**src/rtl/wb_stage_pkg.sv**
```systemverilog
// rtl/wb_stage_pkg.sv - shared widths, types and helpers for the write-back stage
// Purpose: single home for data/register-file sizing and the queued write record.
// Exports: DATA_W, RF_ADDR_W, RF_REG, RF_ZERO, reg_addr_t, reg_data_t, wb_entry_t,
//          writes_reg() (true when a destination actually updates the register file).
package wb_stage_pkg;
    localparam int DATA_W    = 16;
    localparam int RF_ADDR_W = 3;
    localparam int RF_REG    = 8;
    localparam logic [RF_ADDR_W-1:0] RF_ZERO = '0;

    typedef logic [RF_ADDR_W-1:0] reg_addr_t;
    typedef logic [DATA_W-1:0]    reg_data_t;

    typedef struct packed {
        reg_addr_t rd;
        reg_data_t data;
    } wb_entry_t;

    function automatic logic writes_reg(input reg_addr_t rd);
        return rd != RF_ZERO;
    endfunction
endpackage

```
**src/rtl/wb_fifo.sv**
```systemverilog
// rtl/wb_fifo.sv - 2-entry in-order queue of pending load write-backs
// Purpose: buffers accepted load results until the write port is free.
// Ports: clk, rst (sync, active-high); push + push_entry enqueue; pop dequeues head;
//        head is the oldest entry; full/empty reflect registered occupancy.
module wb_fifo
    import wb_stage_pkg::*;
(
    input  logic      clk,
    input  logic      rst,
    input  logic      push,
    input  wb_entry_t push_entry,
    input  logic      pop,
    output wb_entry_t head,
    output logic      full,
    output logic      empty
);
    wb_entry_t  mem [2];
    logic       wr_ptr;
    logic       rd_ptr;
    logic [1:0] count;
    logic       do_push;
    logic       do_pop;

    assign full    = (count == 2'd2);
    assign empty   = (count == 2'd0);
    assign do_push = push && !full;
    assign do_pop  = pop && !empty;
    assign head    = mem[rd_ptr];

    always_ff @(posedge clk) begin
        if (rst) begin
            wr_ptr <= 1'b0;
            rd_ptr <= 1'b0;
            count  <= 2'd0;
        end else begin
            if (do_push) begin
                mem[wr_ptr] <= push_entry;
                wr_ptr      <= ~wr_ptr;
            end
            if (do_pop) begin
                rd_ptr <= ~rd_ptr;
            end
            // Push and pop together leave occupancy unchanged.
            case ({do_push, do_pop})
                2'b10:   count <= count + 2'd1;
                2'b01:   count <= count - 2'd1;
                default: count <= count;
            endcase
        end
    end
endmodule

```
**src/rtl/wb_stage.sv**
```systemverilog
// rtl/wb_stage.sv - write-back stage: ALU/load arbitration, load scoreboard, forwarding
// Purpose: merges never-stalled ALU results with handshaked load results onto one
//          registered register-file write port, tracks loads in flight and flags hazards.
// Ports: clock, rst (sync, active-high); alu_valid/alu_rd/alu_data ALU result;
//        ld_valid/ld_rd/ld_data/ld_ready load result handshake; ld_issue/ld_issue_rd
//        load issued by decode; rs1/rs2/rd decode fields; hazard stall request;
//        rf_we/rf_w_addr/rf_w_data write port; fwd1/fwd2 bypass selects for rs1/rs2.
module wb_stage
    import wb_stage_pkg::*;
(
    input  logic                 clock,
    input  logic                 rst,
    input  logic                 alu_valid,
    input  logic [RF_ADDR_W-1:0] alu_rd,
    input  logic [DATA_W-1:0]    alu_data,
    input  logic                 ld_valid,
    input  logic [RF_ADDR_W-1:0] ld_rd,
    input  logic [DATA_W-1:0]    ld_data,
    output logic                 ld_ready,
    input  logic                 ld_issue,
    input  logic [RF_ADDR_W-1:0] ld_issue_rd,
    input  logic [RF_ADDR_W-1:0] rs1,
    input  logic [RF_ADDR_W-1:0] rs2,
    input  logic [RF_ADDR_W-1:0] rd,
    output logic                 hazard,
    output logic                 rf_we,
    output logic [RF_ADDR_W-1:0] rf_w_addr,
    output logic [DATA_W-1:0]    rf_w_data,
    output logic                 fwd1,
    output logic                 fwd2
);
    logic              fifo_full;
    logic              fifo_empty;
    wb_entry_t         fifo_head;
    wb_entry_t         ld_entry;
    logic              push;
    logic              pop;
    logic              alu_wr;
    logic [RF_REG-1:0] pending;
    logic [RF_REG-1:0] pend_set;
    logic [RF_REG-1:0] pend_clr;

    // Ready deliberately ignores a same-cycle pop so it is a pure register decode.
    assign ld_ready = !fifo_full && !rst;
    assign push     = ld_valid && ld_ready;
    assign alu_wr   = alu_valid && writes_reg(alu_rd);
    // A zero-destination ALU result does not occupy the port, so the load may go.
    assign pop      = !fifo_empty && !alu_wr && !rst;

    assign ld_entry.rd   = ld_rd;
    assign ld_entry.data = ld_data;

    wb_fifo u_fifo (
        .clk        (clock),
        .rst        (rst),
        .push       (push),
        .push_entry (ld_entry),
        .pop        (pop),
        .head       (fifo_head),
        .full       (fifo_full),
        .empty      (fifo_empty)
    );

    always_comb begin
        pend_set = '0;
        pend_clr = '0;
        if (ld_issue && writes_reg(ld_issue_rd)) begin
            pend_set[ld_issue_rd] = 1'b1;
        end
        if (pop) begin
            pend_clr[fifo_head.rd] = 1'b1;
        end
    end

    always_ff @(posedge clock) begin
        if (rst) begin
            pending <= '0;
        end else begin
            // Set applied after clear so a re-issue in the pop cycle stays pending.
            pending <= (pending & ~pend_clr) | pend_set;
        end
    end

    always_ff @(posedge clock) begin
        if (rst) begin
            rf_we     <= 1'b0;
            rf_w_addr <= '0;
            rf_w_data <= '0;
        end else if (alu_wr) begin
            rf_we     <= 1'b1;
            rf_w_addr <= alu_rd;
            rf_w_data <= alu_data;
        end else if (pop && writes_reg(fifo_head.rd)) begin
            rf_we     <= 1'b1;
            rf_w_addr <= fifo_head.rd;
            rf_w_data <= fifo_head.data;
        end else begin
            // Address/data hold so consumers never see a spurious change.
            rf_we     <= 1'b0;
        end
    end

    assign hazard = pending[rs1] | pending[rs2] | pending[rd];
    assign fwd1   = rf_we && (rf_w_addr == rs1);
    assign fwd2   = rf_we && (rf_w_addr == rs2);
endmodule

```
**config.mk**
```make
export PLATFORM = sky130hd
export DESIGN_NAME = wb_stage
export DESIGN_NICKNAME = d
export VERILOG_FILES = /design/src/rtl/wb_stage_pkg.sv /design/src/rtl/wb_fifo.sv /design/src/rtl/wb_stage.sv
export SDC_FILE = /design/constraint.sdc
export NUM_CORES = 1
export LEC_CHECK = 0
export CAP_MARGIN = 15
export CORE_MARGIN = 4
export CORE_UTILIZATION = 48
export DETAILED_ROUTE_END_ITERATION = 8
export GPL_TIMING_DRIVEN = 0
export PLACE_DENSITY_LB_ADDON = 0.2
export SLEW_MARGIN = 20
export SYNTH_ARGS = -nofsm -noshare
export SYNTH_HDL_FRONTEND = slang
export SYNTH_SLANG_ARGS = --single-unit
```
**constraint.sdc**
```tcl
create_clock -name clock -period 3.2 [get_ports clock]
set_clock_uncertainty 0.05 [all_clocks]
set_input_delay 0.64 -clock clock [delete_from_list [all_inputs] [get_ports clock]]
set_output_delay 0.64 -clock clock [all_outputs]
set_load 0.1 [all_outputs]
```
==> results.md <==
- The adder-cell share of the synthesized area is 0.421%.
- The kind of path behind the tightest hold check is reg -> reg.
- The total number of vias is 2172.
- The first-pass GRT wire length is 10300 µm.
- At the later pin of the worst-skew pair, clock insertion delay measures 0.34 ns.
- The synthesized netlist occupies a cell area of 2970 µm².
- The synthesized netlist devotes 14.4% of its cell area to compound gates.
- The number of failing hold endpoints at the final stage came to 0.
- The total of warnings raised by yosys is 0.
- Max-cap violations in this run came to 0.
- Ranked by total cell area, the synthesized netlist is headed by sky130_fd_sc_hd__edfxtp_1 38%, sky130_fd_sc_hd__dfxtp_1 22%, sky130_fd_sc_hd__mux2i_1 6.7%.
- The clock-pin slew of the registers on the worst-case setup and hold paths is 0.07 ns.
- The proportion of synthesized flip-flops having asynchronous set or reset is 0%.
- The final-layout setup total negative slack is 0 ns.
- For this run, design rule violations remaining after detail routing come to 0.
- A synthesized cell averages 13.0 µm².
- Of the total synthesized cell area, the portion taken by AND, OR, NAND and NOR gates is 7.88%.
- The buffer and inverter count on the worst path is 2.
- The synthesized design spends more area on one cell type than any other, namely sky130_fd_sc_hd__edfxtp_1.
- 79 I/O pins were placed.
- The count of mapped cells out of synthesis is 229.
- For this block, the routed nets add up to 6420 µm of wire.
- The setup violation total in the final timing report is 0.
- For the finished layout, the period the worst path requires is 3.12 ns.
- The critical path launch point type is an input port.
- The detail route stage leaves a number of antenna-violating nets equal to 0.
- The delay contributed by the slowest stage of the critical path is 0.83 ns.
- The start-to-end type of the worst setup path is in -> out.
- The data arrival time of the critical path is 2.43 ns.
- The placeable core area is 5960 µm².
- The worst pin sits at a relative slew slack of 34.2%.
- TritonCTS built the clock tree.
- The initial antenna violation count was 0.
- The number of flops mapped to enable cells by yosys is 38.
- The total overflow left after global routing is 0.
- The number of placed instances, taps included, is 384.
- The leakage power of the design is 1.38 nW.
- The final max-slew violation count came to 0.
- Counting every sink on the clock net gives 71.
- The first detailed-routing pass ran for 4 iterations.
- Of the cells placed in the final design, the portion with a size suffix greater than 1 is 15.1%.
- The proportion of netlist area held by the largest area contributor is 38.4%.
- Among all flip-flop cells after synthesis, the most frequent one is sky130_fd_sc_hd__edfxtp_1.
- The worst setup path is captured at a primary output.
- For this run, the top clock speed supported by timing is 321 MHz.
- The number of design-rule violations left by the first detailed-router iteration is 81.
- Compared with the post-synthesis result, the final layout area differs by 36.4%.
- 0 antenna diodes ended up in the layout.
- The global routing usage summed across all routing layers is 18.2%.
- The largest voltage drop on the vdd net is 0.000371 V.
- In this run the tool buffered the top-level ports with 78 buffer cells.
- The longest clock path from root to sink contains 2 buffers.
- The biggest fanout along the worst timing path is 3.
- The effective utilization at floorplan is 49.9%.
- The detailed-route vias per instance is 5.43.
- The vertical die dimension is 86.7 µm.
- Measured along the x axis, the die boundary spans 86.7 µm.
- Ranked by instance count, the synthesized netlist is headed by 38 x sky130_fd_sc_hd__edfxtp_1, 33 x sky130_fd_sc_hd__dfxtp_1, 20 x sky130_fd_sc_hd__mux2i_1.
- The kind of cell adding the most delay to the critical path is buffers and inverters.
- The number of levels the H-tree was split into is 3.
- The slowest stage of the critical path is the sky130_fd_sc_hd__clkdlybuf4s15_1 cell.
- Dividing the detail-routed wire length by the instance count gives 16.0 µm.
- The final period utilization is 97.4%.
- The number of nets in the final layout is 376.
- The count of cells in the finished layout, fillers not included, comes to 400.
- The number of global-route vias before repair came to 2261.
- Setup repair after global routing left no endpoint under its margin.
- The maximum number of pins on one net before global-route repair is 15.
- The run finished with clean final reports.
- The tree is rooted in a sky130_fd_sc_hd__clkbuf_8.
- The signal on the critical path passes through clkdlybuf4s50_1 -> xnor2_1 -> nand2_1 -> nor3_2 -> clkdlybuf4s15_1.
- Buffers added to address setup during post-CTS repair amount to 0.
- Hold repair after CTS inserted 0 buffers.
- The weighted congestion reported at the end of routability-driven placement is 0.832.
- By area, the combinational part of the netlist is dominated by compound AO/OA/AOI/OAI gates.
- The most common cell in the synthesized netlist is sky130_fd_sc_hd__edfxtp_1.
- The number of nets handed over by synthesis was 285.
- The xor and xnor area share after synthesis is 2.95%.
- The initialized floorplan defines 28 standard-cell rows.
- The required time at the worst-slack endpoint is 2.51 ns.
- The number of buffers inserted during clock tree synthesis is 9.
- Detailed placement ended at an HPWL of 4800 µm.
- Of the synthesized area, sequential elements account for 60.7%.
- The post-synthesis sequential element count is 71.
- The actual slew at the worst max-slew pin is 0.984 ns.
- The number of distinct standard cells referenced by the synthesized netlist is 38.
- The portion of netlist area occupied by mux cells is 12.0%.
- The power density over the cells is 537 nW/µm².
- The total die area is 7510 µm².
## cells by family (layout without fill, tap and decap cells)
family                     count (synthesis)  after routing
AOI/OAI and AO/OA                         62             62
xor gates and xnor gates                  10             10
adders and majority gates                  1              1
buffers and inverters                     10            106
DFF                                       71             71
muxes                                     28             28
and+or+nand+nor                           47             47
## flip-flops by register name, summed over array words and instances, names as in the netlist, named ones only
signal and count:
u_fifo.mem 38, rf_w_addr 3, u_fifo.count 2, pending 8, rf_w_data 16, u_fifo.rd_ptr 1, u_fifo.wr_ptr 1, rf_we 1
## layer usage
layer | wire length (µm) | track usage [%]
met5 | 0 | 0
met4 | 107 | 7.93
met3 | 359 | 3.80
met2 | 3280 | 31.8
met1 | 2670 | 21.5
## metrics by stage
step                util [%]  hold slack [ns]  instance area [µm²]  setup WS, ns  power (W)
CTS                     68.1            0.440                 4060        -0.139    0.00219
finish                  68.0            0.431                 4050        0.0846    0.00217
detailed placement      65.3            0.422                 3890        -0.505    0.00158
floorplan                  -            0.389                 2980        0.0412    0.00141
global route            68.0            0.461                 4050       0.00726    0.00226
global placement        64.7            0.413                 3850        -0.452    0.00157
## worst register-to-register path: cells and delay by family, from the launching register on
family          cells  cell delay [ns]
compound gates      3             0.73
flops               1             0.42
buf+inv             1             0.23
simple gates        1             0.63
## layout make-up
cell class	instances	area (µm²)
Multi-Input combinational cell	148	1130
Fill cell	487	1910
Sequential cell	71	1800
Clock buffer	9	124
Tap cell	75	93.8
Timing Repair Buffer	80	800
Inverter	3	11.3
Buffer	7	38.8
Clock inverter	7	47.5
## what timing repair did
action                                  in CTS  in global routing
resized for setup                            4                  5
endpoints found under the setup margin       4                  3
pin swaps                                    0                  0
## placed cells by master (no fill, tap or decap), drive strengths merged, types with 2 or more instances in the layout
| cell type | count |
|---|---|
| a21oi | 11 |
| nor2 | 12 |
| mux2 | 2 |
| clkinvlp | 2 |
| o21ai | 28 |
| nor3 | 3 |
| clkbuf | 14 |
| mux2i | 20 |
| nand2 | 11 |
| xor2 | 5 |
| clkdlybuf4s50 | 74 |
| xnor2 | 5 |
| dfxtp | 33 |
| buf | 6 |
| a22oi | 16 |
| edfxtp | 38 |
| nand2b | 2 |
| nor2b | 4 |
| mux4 | 6 |
| inv | 4 |
| clkinv | 4 |
| nand3 | 8 |
## report_power, final
part	internal (W)	switching [W]	total (W)
Clock	0.000280	0.000337	0.000618
Combinational	0.000180	0.000329	0.000509
Sequential	0.00102	0.0000319	0.00105
Total	0.00148	0.000698	0.00217
## path summary, 6_finish.rpt
kind / from / to / slack (ns) / depth (start not counted)
max: rs2[1] / fwd2 / 0.08 / 5
min: rf_w_data[9] / rf_w_data[9] / 0.43 / 2
max reg2reg: u_fifo.mem[1][17] / rf_w_data[11] / 1.10 / 5
min reg2reg: rf_w_data[9] / rf_w_data[9] / 0.43 / 2
Power figures use the tool's default switching activity.
